<file path="src/rtl/lsu_unit_if.sv">
// Core-side and memory-side handshake bundle of the load/store unit.
// The LSU takes the slave view; the core/memory environment takes the master view.
interface lsu_unit_if;
    // Core request channel
    logic        req_valid;
    logic        req_ready;
    logic        req_wen;
    logic [2:0]  req_funct3;
    logic [31:0] req_addr;
    logic [31:0] req_wdata;

    // Core response channel
    logic        resp_valid;
    logic        resp_ready;
    logic [31:0] resp_rdata;
    logic        resp_err;

    // Memory request channel
    logic        mem_req_valid;
    logic        mem_req_ready;
    logic        mem_req_wen;
    logic [31:0] mem_req_addr;
    logic [31:0] mem_req_wdata;
    logic [3:0]  mem_req_wstrb;

    // Memory response channel
    logic        mem_resp_valid;
    logic        mem_resp_ready;
    logic [31:0] mem_resp_rdata;

    modport slave (
        input  req_valid, req_wen, req_funct3, req_addr, req_wdata,
        input  resp_ready,
        input  mem_req_ready,
        input  mem_resp_valid, mem_resp_rdata,
        output req_ready,
        output resp_valid, resp_rdata, resp_err,
        output mem_req_valid, mem_req_wen, mem_req_addr, mem_req_wdata, mem_req_wstrb,
        output mem_resp_ready
    );

    modport master (
        output req_valid, req_wen, req_funct3, req_addr, req_wdata,
        output resp_ready,
        output mem_req_ready,
        output mem_resp_valid, mem_resp_rdata,
        input  req_ready,
        input  resp_valid, resp_rdata, resp_err,
        input  mem_req_valid, mem_req_wen, mem_req_addr, mem_req_wdata, mem_req_wstrb,
        input  mem_resp_ready
    );
endinterface

</file>
<file path="src/rtl/lsu_unit.sv">
// RV32I load/store unit: one access at a time, lane placement of stores,
// extension of loads, illegal/misaligned detection and a memory-latency timeout.
module lsu_unit #(
    parameter int unsigned MEM_LAT_MAX = 255
) (
    input  logic      clk,
    input  logic      rst_n,
    lsu_unit_if.slave bus
);

    // The counter holds 0..MEM_LAT_MAX-1; the last value marks the timeout cycle.
    localparam int unsigned     CNT_W    = (MEM_LAT_MAX < 2) ? 1 : $clog2(MEM_LAT_MAX);
    localparam logic [CNT_W-1:0] CNT_LAST = CNT_W'(MEM_LAT_MAX - 1);

    localparam logic [2:0] F3_B  = 3'b000;
    localparam logic [2:0] F3_H  = 3'b001;
    localparam logic [2:0] F3_W  = 3'b010;
    localparam logic [2:0] F3_BU = 3'b100;
    localparam logic [2:0] F3_HU = 3'b101;

    typedef enum logic [1:0] {
        S_IDLE,
        S_REQ,
        S_WAIT,
        S_RESP
    } state_e;

    state_e            state_q, state_d;
    logic              wen_q, wen_d;
    logic [2:0]        funct3_q, funct3_d;
    logic [31:0]       addr_q, addr_d;
    logic [31:0]       wdata_q, wdata_d;
    logic [31:0]       rdata_q, rdata_d;
    logic              err_q, err_d;
    logic [CNT_W-1:0]  cnt_q, cnt_d;

    function automatic logic is_legal(input logic wen, input logic [2:0] f3,
                                      input logic [1:0] lo);
        logic legal;
        case (f3)
            F3_B:    legal = 1'b1;
            F3_H:    legal = ~lo[0];
            F3_W:    legal = (lo == 2'b00);
            F3_BU:   legal = ~wen;
            F3_HU:   legal = ~wen & ~lo[0];
            default: legal = 1'b0;
        endcase
        return legal;
    endfunction

    // Selected bytes are brought down to lane 0, then extended to 32 bits.
    function automatic logic [31:0] format_load(input logic [2:0] f3, input logic [1:0] lo,
                                                input logic [31:0] raw);
        logic [31:0] sh;
        logic [31:0] res;
        sh = raw >> {lo, 3'b000};
        case (f3)
            F3_B:    res = {{24{sh[7]}}, sh[7:0]};
            F3_H:    res = {{16{sh[15]}}, sh[15:0]};
            F3_BU:   res = {24'h0, sh[7:0]};
            F3_HU:   res = {16'h0, sh[15:0]};
            default: res = sh;
        endcase
        return res;
    endfunction

    // Memory request datapath is driven purely from the latched request, so it
    // stays stable for as long as the REQ state waits on mem_req_ready.
    always_comb begin
        bus.mem_req_wen   = wen_q;
        bus.mem_req_addr  = {addr_q[31:2], 2'b00};
        bus.mem_req_wstrb = 4'b0000;
        bus.mem_req_wdata = 32'h0;
        if (wen_q) begin
            case (funct3_q)
                F3_B: begin
                    bus.mem_req_wstrb = 4'b0001 << addr_q[1:0];
                    bus.mem_req_wdata = {4{wdata_q[7:0]}};
                end
                F3_H: begin
                    bus.mem_req_wstrb = 4'b0011 << addr_q[1:0];
                    bus.mem_req_wdata = {2{wdata_q[15:0]}};
                end
                F3_W: begin
                    bus.mem_req_wstrb = 4'b1111;
                    bus.mem_req_wdata = wdata_q;
                end
                default: ;
            endcase
        end
    end

    // NOTE: every signal written here gets a default first, so no path leaves a
    // value unassigned and no latch is inferred.
    always_comb begin
        state_d  = state_q;
        wen_d    = wen_q;
        funct3_d = funct3_q;
        addr_d   = addr_q;
        wdata_d  = wdata_q;
        rdata_d  = rdata_q;
        err_d    = err_q;
        cnt_d    = cnt_q;

        bus.req_ready      = (state_q == S_IDLE);
        bus.mem_req_valid  = (state_q == S_REQ);
        bus.mem_resp_ready = (state_q == S_WAIT);
        bus.resp_valid     = (state_q == S_RESP);
        bus.resp_rdata     = rdata_q;
        bus.resp_err       = err_q;

        case (state_q)
            S_IDLE: begin
                if (bus.req_valid) begin
                    wen_d    = bus.req_wen;
                    funct3_d = bus.req_funct3;
                    addr_d   = bus.req_addr;
                    wdata_d  = bus.req_wdata;
                    rdata_d  = 32'h0;
                    if (is_legal(bus.req_wen, bus.req_funct3, bus.req_addr[1:0])) begin
                        err_d   = 1'b0;
                        state_d = S_REQ;
                    end else begin
                        err_d   = 1'b1;
                        state_d = S_RESP;
                    end
                end
            end
            S_REQ: begin
                if (bus.mem_req_ready) begin
                    cnt_d   = '0;
                    state_d = S_WAIT;
                end
            end
            S_WAIT: begin
                // A response on the final counted cycle still wins over the timeout.
                if (bus.mem_resp_valid) begin
                    rdata_d = wen_q ? 32'h0
                                    : format_load(funct3_q, addr_q[1:0], bus.mem_resp_rdata);
                    err_d   = 1'b0;
                    state_d = S_RESP;
                end else if (cnt_q == CNT_LAST) begin
                    rdata_d = 32'h0;
                    err_d   = 1'b1;
                    state_d = S_RESP;
                end else begin
                    cnt_d = cnt_q + CNT_W'(1);
                end
            end
            S_RESP: begin
                if (bus.resp_ready) begin
                    state_d = S_IDLE;
                end
            end
            default: state_d = S_IDLE;
        endcase
    end

    // NOTE: rst_n is sampled only on the clock edge, so it stays out of the
    // sensitivity list; all state is cleared, which also abandons any access.
    always_ff @(posedge clk) begin
        if (!rst_n) begin
            state_q  <= S_IDLE;
            wen_q    <= 1'b0;
            funct3_q <= 3'b000;
            addr_q   <= 32'h0;
            wdata_q  <= 32'h0;
            rdata_q  <= 32'h0;
            err_q    <= 1'b0;
            cnt_q    <= '0;
        end else begin
            // NOTE: non-blocking assignments so every register samples the
            // pre-edge values, independent of statement order.
            state_q  <= state_d;
            wen_q    <= wen_d;
            funct3_q <= funct3_d;
            addr_q   <= addr_d;
            wdata_q  <= wdata_d;
            rdata_q  <= rdata_d;
            err_q    <= err_d;
            cnt_q    <= cnt_d;
        end
    end

endmodule

</file>
<file path="src/flat_wrapper.sv">
// flat-port wrapper written by rule: the top's interface ports become plain ports
module lsu_unit_flat 
#(
    parameter int unsigned MEM_LAT_MAX = 255
)
  (clk, rst_n, bus_req_valid, bus_req_wen, bus_req_funct3, bus_req_addr, bus_req_wdata, bus_resp_ready, bus_mem_req_ready, bus_mem_resp_valid, bus_mem_resp_rdata, bus_req_ready, bus_resp_valid, bus_resp_rdata, bus_resp_err, bus_mem_req_valid, bus_mem_req_wen, bus_mem_req_addr, bus_mem_req_wdata, bus_mem_req_wstrb, bus_mem_resp_ready);
  lsu_unit_if bus_i ();
  input  logic clk;
  input  logic rst_n;
  input wire logic [$bits(bus_i.req_valid)-1:0] bus_req_valid;
  input wire logic [$bits(bus_i.req_wen)-1:0] bus_req_wen;
  input wire logic [$bits(bus_i.req_funct3)-1:0] bus_req_funct3;
  input wire logic [$bits(bus_i.req_addr)-1:0] bus_req_addr;
  input wire logic [$bits(bus_i.req_wdata)-1:0] bus_req_wdata;
  input wire logic [$bits(bus_i.resp_ready)-1:0] bus_resp_ready;
  input wire logic [$bits(bus_i.mem_req_ready)-1:0] bus_mem_req_ready;
  input wire logic [$bits(bus_i.mem_resp_valid)-1:0] bus_mem_resp_valid;
  input wire logic [$bits(bus_i.mem_resp_rdata)-1:0] bus_mem_resp_rdata;
  output wire logic [$bits(bus_i.req_ready)-1:0] bus_req_ready;
  output wire logic [$bits(bus_i.resp_valid)-1:0] bus_resp_valid;
  output wire logic [$bits(bus_i.resp_rdata)-1:0] bus_resp_rdata;
  output wire logic [$bits(bus_i.resp_err)-1:0] bus_resp_err;
  output wire logic [$bits(bus_i.mem_req_valid)-1:0] bus_mem_req_valid;
  output wire logic [$bits(bus_i.mem_req_wen)-1:0] bus_mem_req_wen;
  output wire logic [$bits(bus_i.mem_req_addr)-1:0] bus_mem_req_addr;
  output wire logic [$bits(bus_i.mem_req_wdata)-1:0] bus_mem_req_wdata;
  output wire logic [$bits(bus_i.mem_req_wstrb)-1:0] bus_mem_req_wstrb;
  output wire logic [$bits(bus_i.mem_resp_ready)-1:0] bus_mem_resp_ready;
  assign bus_i.req_valid = bus_req_valid;
  assign bus_i.req_wen = bus_req_wen;
  assign bus_i.req_funct3 = bus_req_funct3;
  assign bus_i.req_addr = bus_req_addr;
  assign bus_i.req_wdata = bus_req_wdata;
  assign bus_i.resp_ready = bus_resp_ready;
  assign bus_i.mem_req_ready = bus_mem_req_ready;
  assign bus_i.mem_resp_valid = bus_mem_resp_valid;
  assign bus_i.mem_resp_rdata = bus_mem_resp_rdata;
  assign bus_req_ready = bus_i.req_ready;
  assign bus_resp_valid = bus_i.resp_valid;
  assign bus_resp_rdata = bus_i.resp_rdata;
  assign bus_resp_err = bus_i.resp_err;
  assign bus_mem_req_valid = bus_i.mem_req_valid;
  assign bus_mem_req_wen = bus_i.mem_req_wen;
  assign bus_mem_req_addr = bus_i.mem_req_addr;
  assign bus_mem_req_wdata = bus_i.mem_req_wdata;
  assign bus_mem_req_wstrb = bus_i.mem_req_wstrb;
  assign bus_mem_resp_ready = bus_i.mem_resp_ready;
  lsu_unit #(.MEM_LAT_MAX(MEM_LAT_MAX)) u_core (.clk(clk), .rst_n(rst_n), .bus(bus_i));
endmodule
</file>
<file path="config.mk">
export PLATFORM = sky130hd
export DESIGN_NAME = lsu_unit_flat
export DESIGN_NICKNAME = d
export VERILOG_FILES = /design/src/rtl/lsu_unit_if.sv /design/src/rtl/lsu_unit.sv /design/src/flat_wrapper.sv
export SDC_FILE = /design/constraint.sdc
export NUM_CORES = 1
export LEC_CHECK = 0
export ABC_CLOCK_PERIOD_IN_PS = 1900
export BUFFER_PORTS_ARGS = -buffer_cell sky130_fd_sc_hd__buf_2
export CORE_MARGIN = 1
export CORE_UTILIZATION = 44
export DETAILED_ROUTE_END_ITERATION = 6
export PLACE_DENSITY = 0.76
export SYNTH_ARGS = -nofsm -noshare
export SYNTH_HDL_FRONTEND = slang
export SYNTH_SLANG_ARGS = --single-unit
</file>
<file path="constraint.sdc">
create_clock -name clk -period 1.9 [get_ports clk]
set_input_delay 0.38 -clock clk [delete_from_list [all_inputs] [get_ports clk]]
set_output_delay 0.38 -clock clk [all_outputs]
set_load 0.005 [all_outputs]
</file>
==> flow_summary.json, run 1 <==
{
  "run_status": "finished with violations",
  "failing_checks": "setup timing",
  "number_of_buffers_created_by_cts": 9,
  "top_level_ports": 212,
  "gr_peak_layer": "met2",
  "ir_drop_mv": 0.533,
  "routabilityCongestion": 0.843,
  "grt_start_max_net_pins": 75,
  "layout.area.seq_um2": 2240,
  "synth.yosys.warnings": 0,
  "cts_max_path_buffers": 2,
  "die_h_um": 114,
  "clock_skew_ns": 0.0106,
  "crit_required_ns": 1.52,
  "share_of_synthesized_cell_area_in_and_or_nand_and_nor_gates_pct": 22.0,
  "clk_pin_slew_ns": 0.08,
  "grt.met3_usage_pct": 5.10,
  "multiInputGateArea_um2": 2970,
  "core_um2": 12100,
  "grt.met1_usage_pct": 31.7,
  "hold_buf_count_cts": 0,
  "syn_inst": 687,
  "hpwlAfterDp_um": 11000,
  "fmax_ghz": 0.521,
  "floorplan.die.width_um": 114,
  "critical_path.endpoint_type": "output pin",
  "seq_area_frac_synth_pct": 40.5,
  "syn-cell-area_um2": 5480,
  "layout-drive-gt1-share_pct": 37.2,
  "clk_root_buffer_cell": "sky130_fd_sc_hd__clkbuf_16",
  "grt_antenna_before_repair": 3,
  "cp_max_fo": 5,
  "timing_worst_slew_pin_value_ns": 0.602,
  "maxCapViolations": 0,
  "power_density_nw_per_um2": 1080,
  "tritoncts": "built",
  "finalWirelength_um": 15700,
  "drc": 0,
  "groute.layer.met2.usage_pct": 37.4,
  "vias": 5443,
  "synth_top_family_by_area": "simple AND/OR/NAND/NOR gates",
  "final.hold.worst_slack_ns": 0.253,
  "number_of_global_route_vias_before_repair": 4868,
  "global_route.overflow_total": 0,
  "fin_ws_ns": -0.0183,
  "finalSetupViolations": 2,
  "path_class": "flop to output pin",
  "proportion_of_synthesized_area_in_mux_cells_pct": 6.46,
  "grt_first_pass_wirelength_um": 24200,
  "post_synth.cell_area_avg_um2": 7.98,
  "layout.cells.most_common_list": "209 x sky130_fd_sc_hd__buf_2, 170 x sky130_fd_sc_hd__nand2_1, 105 x sky130_fd_sc_hd__dfxtp_1",
  "place_worst_setup_slack_ns": 0.00330,
  "layout.nets": 985,
  "syn_to_final_growth_pct": 32.4,
  "mostFrequentLayoutCell": "sky130_fd_sc_hd__buf_2",
  "dieArea_um2": 12900,
  "post_route_fraction_of_the_period_consumed_by_the_critical_path_pct": 101,
  "yosys_register_bits": 111,
  "start_kind": "flop",
  "rsz0062_at_grt": "yes",
  "worstPathArrival_ns": 1.54,
  "p_leak_nw": 3.26,
  "htree_levels": 3,
  "clock_network_latency_to_the_later_pin_of_the_worst_skew_pair_ns": 0.35,
  "final-hold-violation-count": 0,
  "synthDistinctLibCells": 55,
  "detailedRoute.firstIterationViolations": 418,
  "synth_edf_count": 0,
  "synth-compound-area-share_pct": 20.8,
  "rows": 40,
  "synth_top_flop_cell": "sky130_fd_sc_hd__dfxtp_1",
  "maxSlewHeadroom_pct": 59.7,
  "routed_wire_length_per_instance_um": 15.0,
  "viasPerCell": 5.18,
  "hold_path_class": "input pin to flop",
  "cts_sinks": 111,
  "min_period_ns": 1.92,
  "start_util_pct": 45.4,
  "post_synth_fa_ha_maj_area_fraction_pct": 1.37,
  "slew_viol_final": 0,
  "groute.usage.overall_pct": 23.6,
  "drt_first_pass_iters": 5,
  "nFillCells": 1074,
  "numPortBuffers": 209,
  "number_of_antenna_violating_nets_in_the_routed_design": 0,
  "async_reset_ff_share_pct": 0,
  "synth_xor_area_share_pct": 0.160
}
## layer usage
layer / up-vias / share of wire [%]
met1: 2506 / 44
met5: - / 0
met4: 0 / 1.9
met2: 202 / 48
met3: 26 / 6.3
li1: 2709 / -
## sequential cells by signal (all words and copies together), names as in the netlist
signal / count
u_core.addr_q: 32
u_core.bus.resp_rdata: 32
u_core.wdata_q: 32
u_core.cnt_q: 8
u_core.funct3_q: 3
u_core.state_q: 2
u_core.bus.mem_req_wen: 1
u_core.bus.resp_err: 1
## metrics by stage
step	setup TNS, ns	instances	util (%)	cell area [um2]	power [mW]
2_1_floorplan	0	688	-	5480	4.69
4_1_cts	0	1041	58.2	7030	7.64
5_1_grt	-0.622	1049	60.1	7250	8.27
3_5_place_dp	0	1024	55.5	6690	5.68
3_3_place_gp	0	1024	55.5	6690	5.64
6_report	-0.0197	1050	60.1	7250	7.80
## cells in the mapped netlist, types with 2 or more instances
library cell | n | area share (%)
sky130_fd_sc_hd__a211o_1 | 11 | 1.8
sky130_fd_sc_hd__a21oi_1 | 108 | 9.9
sky130_fd_sc_hd__a221o_1 | 6 | 1.1
sky130_fd_sc_hd__a221o_2 | 2 | 0.41
sky130_fd_sc_hd__a221oi_1 | 9 | 1.4
sky130_fd_sc_hd__a2bb2oi_1 | 4 | 0.64
sky130_fd_sc_hd__a31oi_1 | 2 | 0.23
sky130_fd_sc_hd__and2_1 | 9 | 1.0
sky130_fd_sc_hd__buf_1 | 15 | 1.0
sky130_fd_sc_hd__buf_2 | 6 | 0.55
sky130_fd_sc_hd__buf_4 | 32 | 4.4
sky130_fd_sc_hd__buf_6 | 2 | 0.41
sky130_fd_sc_hd__clkbuf_1 | 24 | 1.6
sky130_fd_sc_hd__dfxtp_1 | 111 | 41
sky130_fd_sc_hd__ha_1 | 6 | 1.4
sky130_fd_sc_hd__inv_1 | 8 | 0.55
sky130_fd_sc_hd__mux2_2 | 9 | 1.8
sky130_fd_sc_hd__mux2i_1 | 23 | 4.2
sky130_fd_sc_hd__nand2_1 | 171 | 12
sky130_fd_sc_hd__nand2b_1 | 14 | 1.6
sky130_fd_sc_hd__nand3_1 | 4 | 0.37
sky130_fd_sc_hd__nand4_1 | 3 | 0.34
sky130_fd_sc_hd__nand4b_1 | 2 | 0.32
sky130_fd_sc_hd__nor2_1 | 44 | 3.0
sky130_fd_sc_hd__nor2b_1 | 6 | 0.69
sky130_fd_sc_hd__nor3_1 | 3 | 0.27
sky130_fd_sc_hd__nor4_1 | 2 | 0.23
sky130_fd_sc_hd__o211ai_1 | 7 | 0.96
sky130_fd_sc_hd__o21a_1 | 3 | 0.41
sky130_fd_sc_hd__o21ai_0 | 4 | 0.37
sky130_fd_sc_hd__o2bb2ai_1 | 8 | 1.3
sky130_fd_sc_hd__o31ai_1 | 3 | 0.41
sky130_fd_sc_hd__or3_1 | 2 | 0.23
sky130_fd_sc_hd__or4_1 | 3 | 0.41
## worst max-delay path, stage by stage (launching register included)
cell	delay (ns)
sky130_fd_sc_hd__dfxtp_2	0.36
sky130_fd_sc_hd__nand2b_1	0.20
sky130_fd_sc_hd__a21oi_2	0.20
sky130_fd_sc_hd__buf_4	0.17
sky130_fd_sc_hd__and2_1	0.15
sky130_fd_sc_hd__buf_2	0.12
## worst paths after layout
check / cells after the start / start / slack [ns] / to
max: 5 / u_core.funct3_q[2]$_SDFFE_PN0P_ / -0.02 / bus_mem_req_wdata[2]
max reg2reg: 7 / u_core.state_q[0]$_SDFFE_PN0P_ / 0.06 / u_core.cnt_q[7]$_SDFFE_PN0P_
min: 3 / bus_req_wdata[14] / 0.25 / u_core.wdata_q[14]$_SDFFE_PN0P_
min reg2reg: 2 / u_core.addr_q[3]$_SDFFE_PN0P_ / 0.45 / u_core.addr_q[3]$_SDFFE_PN0P_
## power breakdown
part | switching, mW | internal [mW] | leakage (nW)
Clock | 0.864 | 1.07 | 0.147
Sequential | 0.254 | 2.69 | 0.909
Combinational | 1.60 | 1.33 | 2.20
Total | 2.72 | 5.08 | 3.26
## layout make-up
class | instances | area share [%]
clock buffer | 12 | 3.40
antenna | 4 | 0.138
inverter | 8 | 0.414
tap | 168 | 2.90
clock inverter | 4 | 0.725
timing repair buffer | 253 | 20.6
sequential | 111 | 30.9
multi-input combinational | 490 | 41.0
## logic make-up after synthesis
kind of cell	Yosys count
simple gates	271
compound gates	177
flops	111
buf+inv	87
mux	33
fa+ha+maj	6
other cells	1
xor+xnor	1
## repair_timing
item,4_1_cts,5_1_grt
cloned,0,1
hold endpoints to repair,0,0
endpoints found under the setup margin,38,54
setup buffers,1,4
pin swaps,2,14
gates resized for setup,11,46
Note: power is estimated with default switching activity, not from simulation.
==> inputs of run 2 (changes only) <==
- ABC_CLOCK_PERIOD_IN_PS: 1900 -> not set
- MAX_ROUTING_LAYER: not set -> met4
==> flow_summary.json, run 2 (same netlist as run 1, synthesis figures left out) <==
{
  "run_status": "finished with violations",
  "failing_checks": "setup timing",
  "number_of_antenna_violating_nets_in_the_routed_design": 0,
  "p_leak_nw": 3.26,
  "rows": 40,
  "worst_path_cell_with_the_longest_stage_delay": "sky130_fd_sc_hd__dfxtp_2",
  "syn_to_final_growth_pct": 32.4,
  "hpwlAfterDp_um": 11000,
  "routed_wire_length_per_instance_um": 14.9,
  "cts_sinks": 111,
  "fin_setup_tns_ns": -0.0261,
  "clock_network_latency_to_the_later_pin_of_the_worst_skew_pair_ns": 0.35,
  "core_um2": 12100,
  "min_period_ns": 1.93,
  "drt_first_pass_iters": 5,
  "cp_max_fo": 5,
  "placed_cell_area_um2": 6690,
  "crit_required_ns": 1.52,
  "critical_path.n_buffers_inverters": 2,
  "layout.nets": 985,
  "drc": 0,
  "dieArea_um2": 12900,
  "finalNonFillerCells": 1050,
  "power_density_nw_per_um2": 1080,
  "vias": 5428,
  "path_class": "flop to output pin",
  "finalSetupViolations": 1,
  "worst-r2r-cell-count": 7,
  "worstPathArrival_ns": 1.55,
  "maxSlewHeadroom_pct": 60.2,
  "path_depth": 5,
  "crit_family": "flip-flops",
  "finalPower_mw": 7.80,
  "htree_levels": 3,
  "routabilityCongestion": 0.856,
  "layout-drive-gt1-share_pct": 37.2,
  "final_design_area_no_fill_um2": 7250,
  "slew_viol_final": 0,
  "dp_cells": 1024,
  "fmax_ghz": 0.519,
  "crit_path_max_incr_delay_ns": 0.36,
  "fin_ws_ns": -0.0261,
  "start_util_pct": 45.4,
  "start_kind": "flop",
  "floorplan.die.width_um": 114,
  "layout.cells.most_common_list": "209 x sky130_fd_sc_hd__buf_2, 170 x sky130_fd_sc_hd__nand2_1, 105 x sky130_fd_sc_hd__dfxtp_1",
  "grt_antenna_before_repair": 3,
  "nFillCells": 1074,
  "detailedRoute.firstIterationViolations": 450,
  "ir_drop_mv": 0.534,
  "timing_worst_slew_pin_value_ns": 0.595,
  "critical_path.endpoint_type": "output pin",
  "tritoncts": "built",
  "clk_root_buffer_cell": "sky130_fd_sc_hd__clkbuf_16",
  "viasPerCell": 5.17,
  "top_level_ports": 212,
  "crit_chain": "nand2b_1, a21oi_2, buf_4, and2_1, buf_2",
  "post_route_fraction_of_the_period_consumed_by_the_critical_path_pct": 101,
  "grt_first_pass_wirelength_um": 24200,
  "finalWirelength_um": 15700,
  "mostFrequentLayoutCell": "sky130_fd_sc_hd__buf_2",
  "maxCapViolations": 0,
  "number_of_buffers_created_by_cts": 9,
  "die_h_um": 114,
  "timing.hold.worst_path_depth": 3,
  "final-hold-violation-count": 0,
  "grt_start_max_net_pins": 75,
  "fin_util_pct": 60.1,
  "number_of_global_route_vias_before_repair": 4870,
  "rsz0062_at_grt": "yes",
  "clk_pin_slew_ns": 0.07,
  "groute.usage.overall_pct": 24.3,
  "place_worst_setup_slack_ns": 0.00330,
  "numPortBuffers": 209,
  "global_route.overflow_total": 0,
  "final.hold.worst_slack_ns": 0.256,
  "cts_max_path_buffers": 2,
  "hold_path_class": "input pin to flop",
  "clock_skew_ns": 0.00842
}
run 2: worst register-to-register path, cell delays in order, from the launching register on:
cell and delay (ns):
sky130_fd_sc_hd__dfxtp_1 0.33, sky130_fd_sc_hd__inv_1 0.08, sky130_fd_sc_hd__ha_4 0.19, sky130_fd_sc_hd__nand2b_1 0.18, sky130_fd_sc_hd__a211o_1 0.34, sky130_fd_sc_hd__buf_4 0.16
sky130_fd_sc_hd__o31a_1 0.28, sky130_fd_sc_hd__o21a_1 0.18
run 2: routing by layer:
layer	vias up	global-route usage (%)	wire length [um]
met3	19	4.73	944
li1	2710	-	-
met2	193	37.4	7550
met4	0	7.89	235
met5	-	-	0
met1	2506	32.0	6940
run 2: final timing paths:
check                                       start                              end  slack (ns)
hold / removal                  bus_req_wdata[14]  u_core.wdata_q[14]$_SDFFE_PN0P_        0.26
setup / recovery  u_core.funct3_q[2]$_SDFFE_PN0P_             bus_mem_req_wdata[2]       -0.03
setup reg to reg   u_core.state_q[0]$_SDFFE_PN0P_     u_core.cnt_q[7]$_SDFFE_PN0P_        0.06
hold reg to reg     u_core.addr_q[3]$_SDFFE_PN0P_    u_core.addr_q[3]$_SDFFE_PN0P_        0.45
run 2: what timing repair did:
item	4_1_cts	5_1_grt
hold buffers	0	0
endpoints found under the setup margin	38	54
buffers inserted	1	4
resized for setup	11	46
hold endpoints to repair	0	0
pin swaps	2	14
gates cloned	0	1
run 2: where the power goes:
| group | internal, mW | switching, mW |
|---|---|---|
| clock | 1.07 | 0.858 |
| combinational | 1.33 | 1.61 |
| sequential | 2.69 | 0.254 |
| total | 5.08 | 2.72 |
run 2: cell type report:
class	count	area (um2)	share of cell area (%)
clock buffers	12	246	3.40
inverters	8	30.0	0.414
diodes	4	10.0	0.138
well taps	168	210	2.90
flip-flops and latches	111	2240	30.9
clock inverters	4	52.6	0.725
repair buffers	253	1490	20.6
multi-input cells	490	2970	41.0
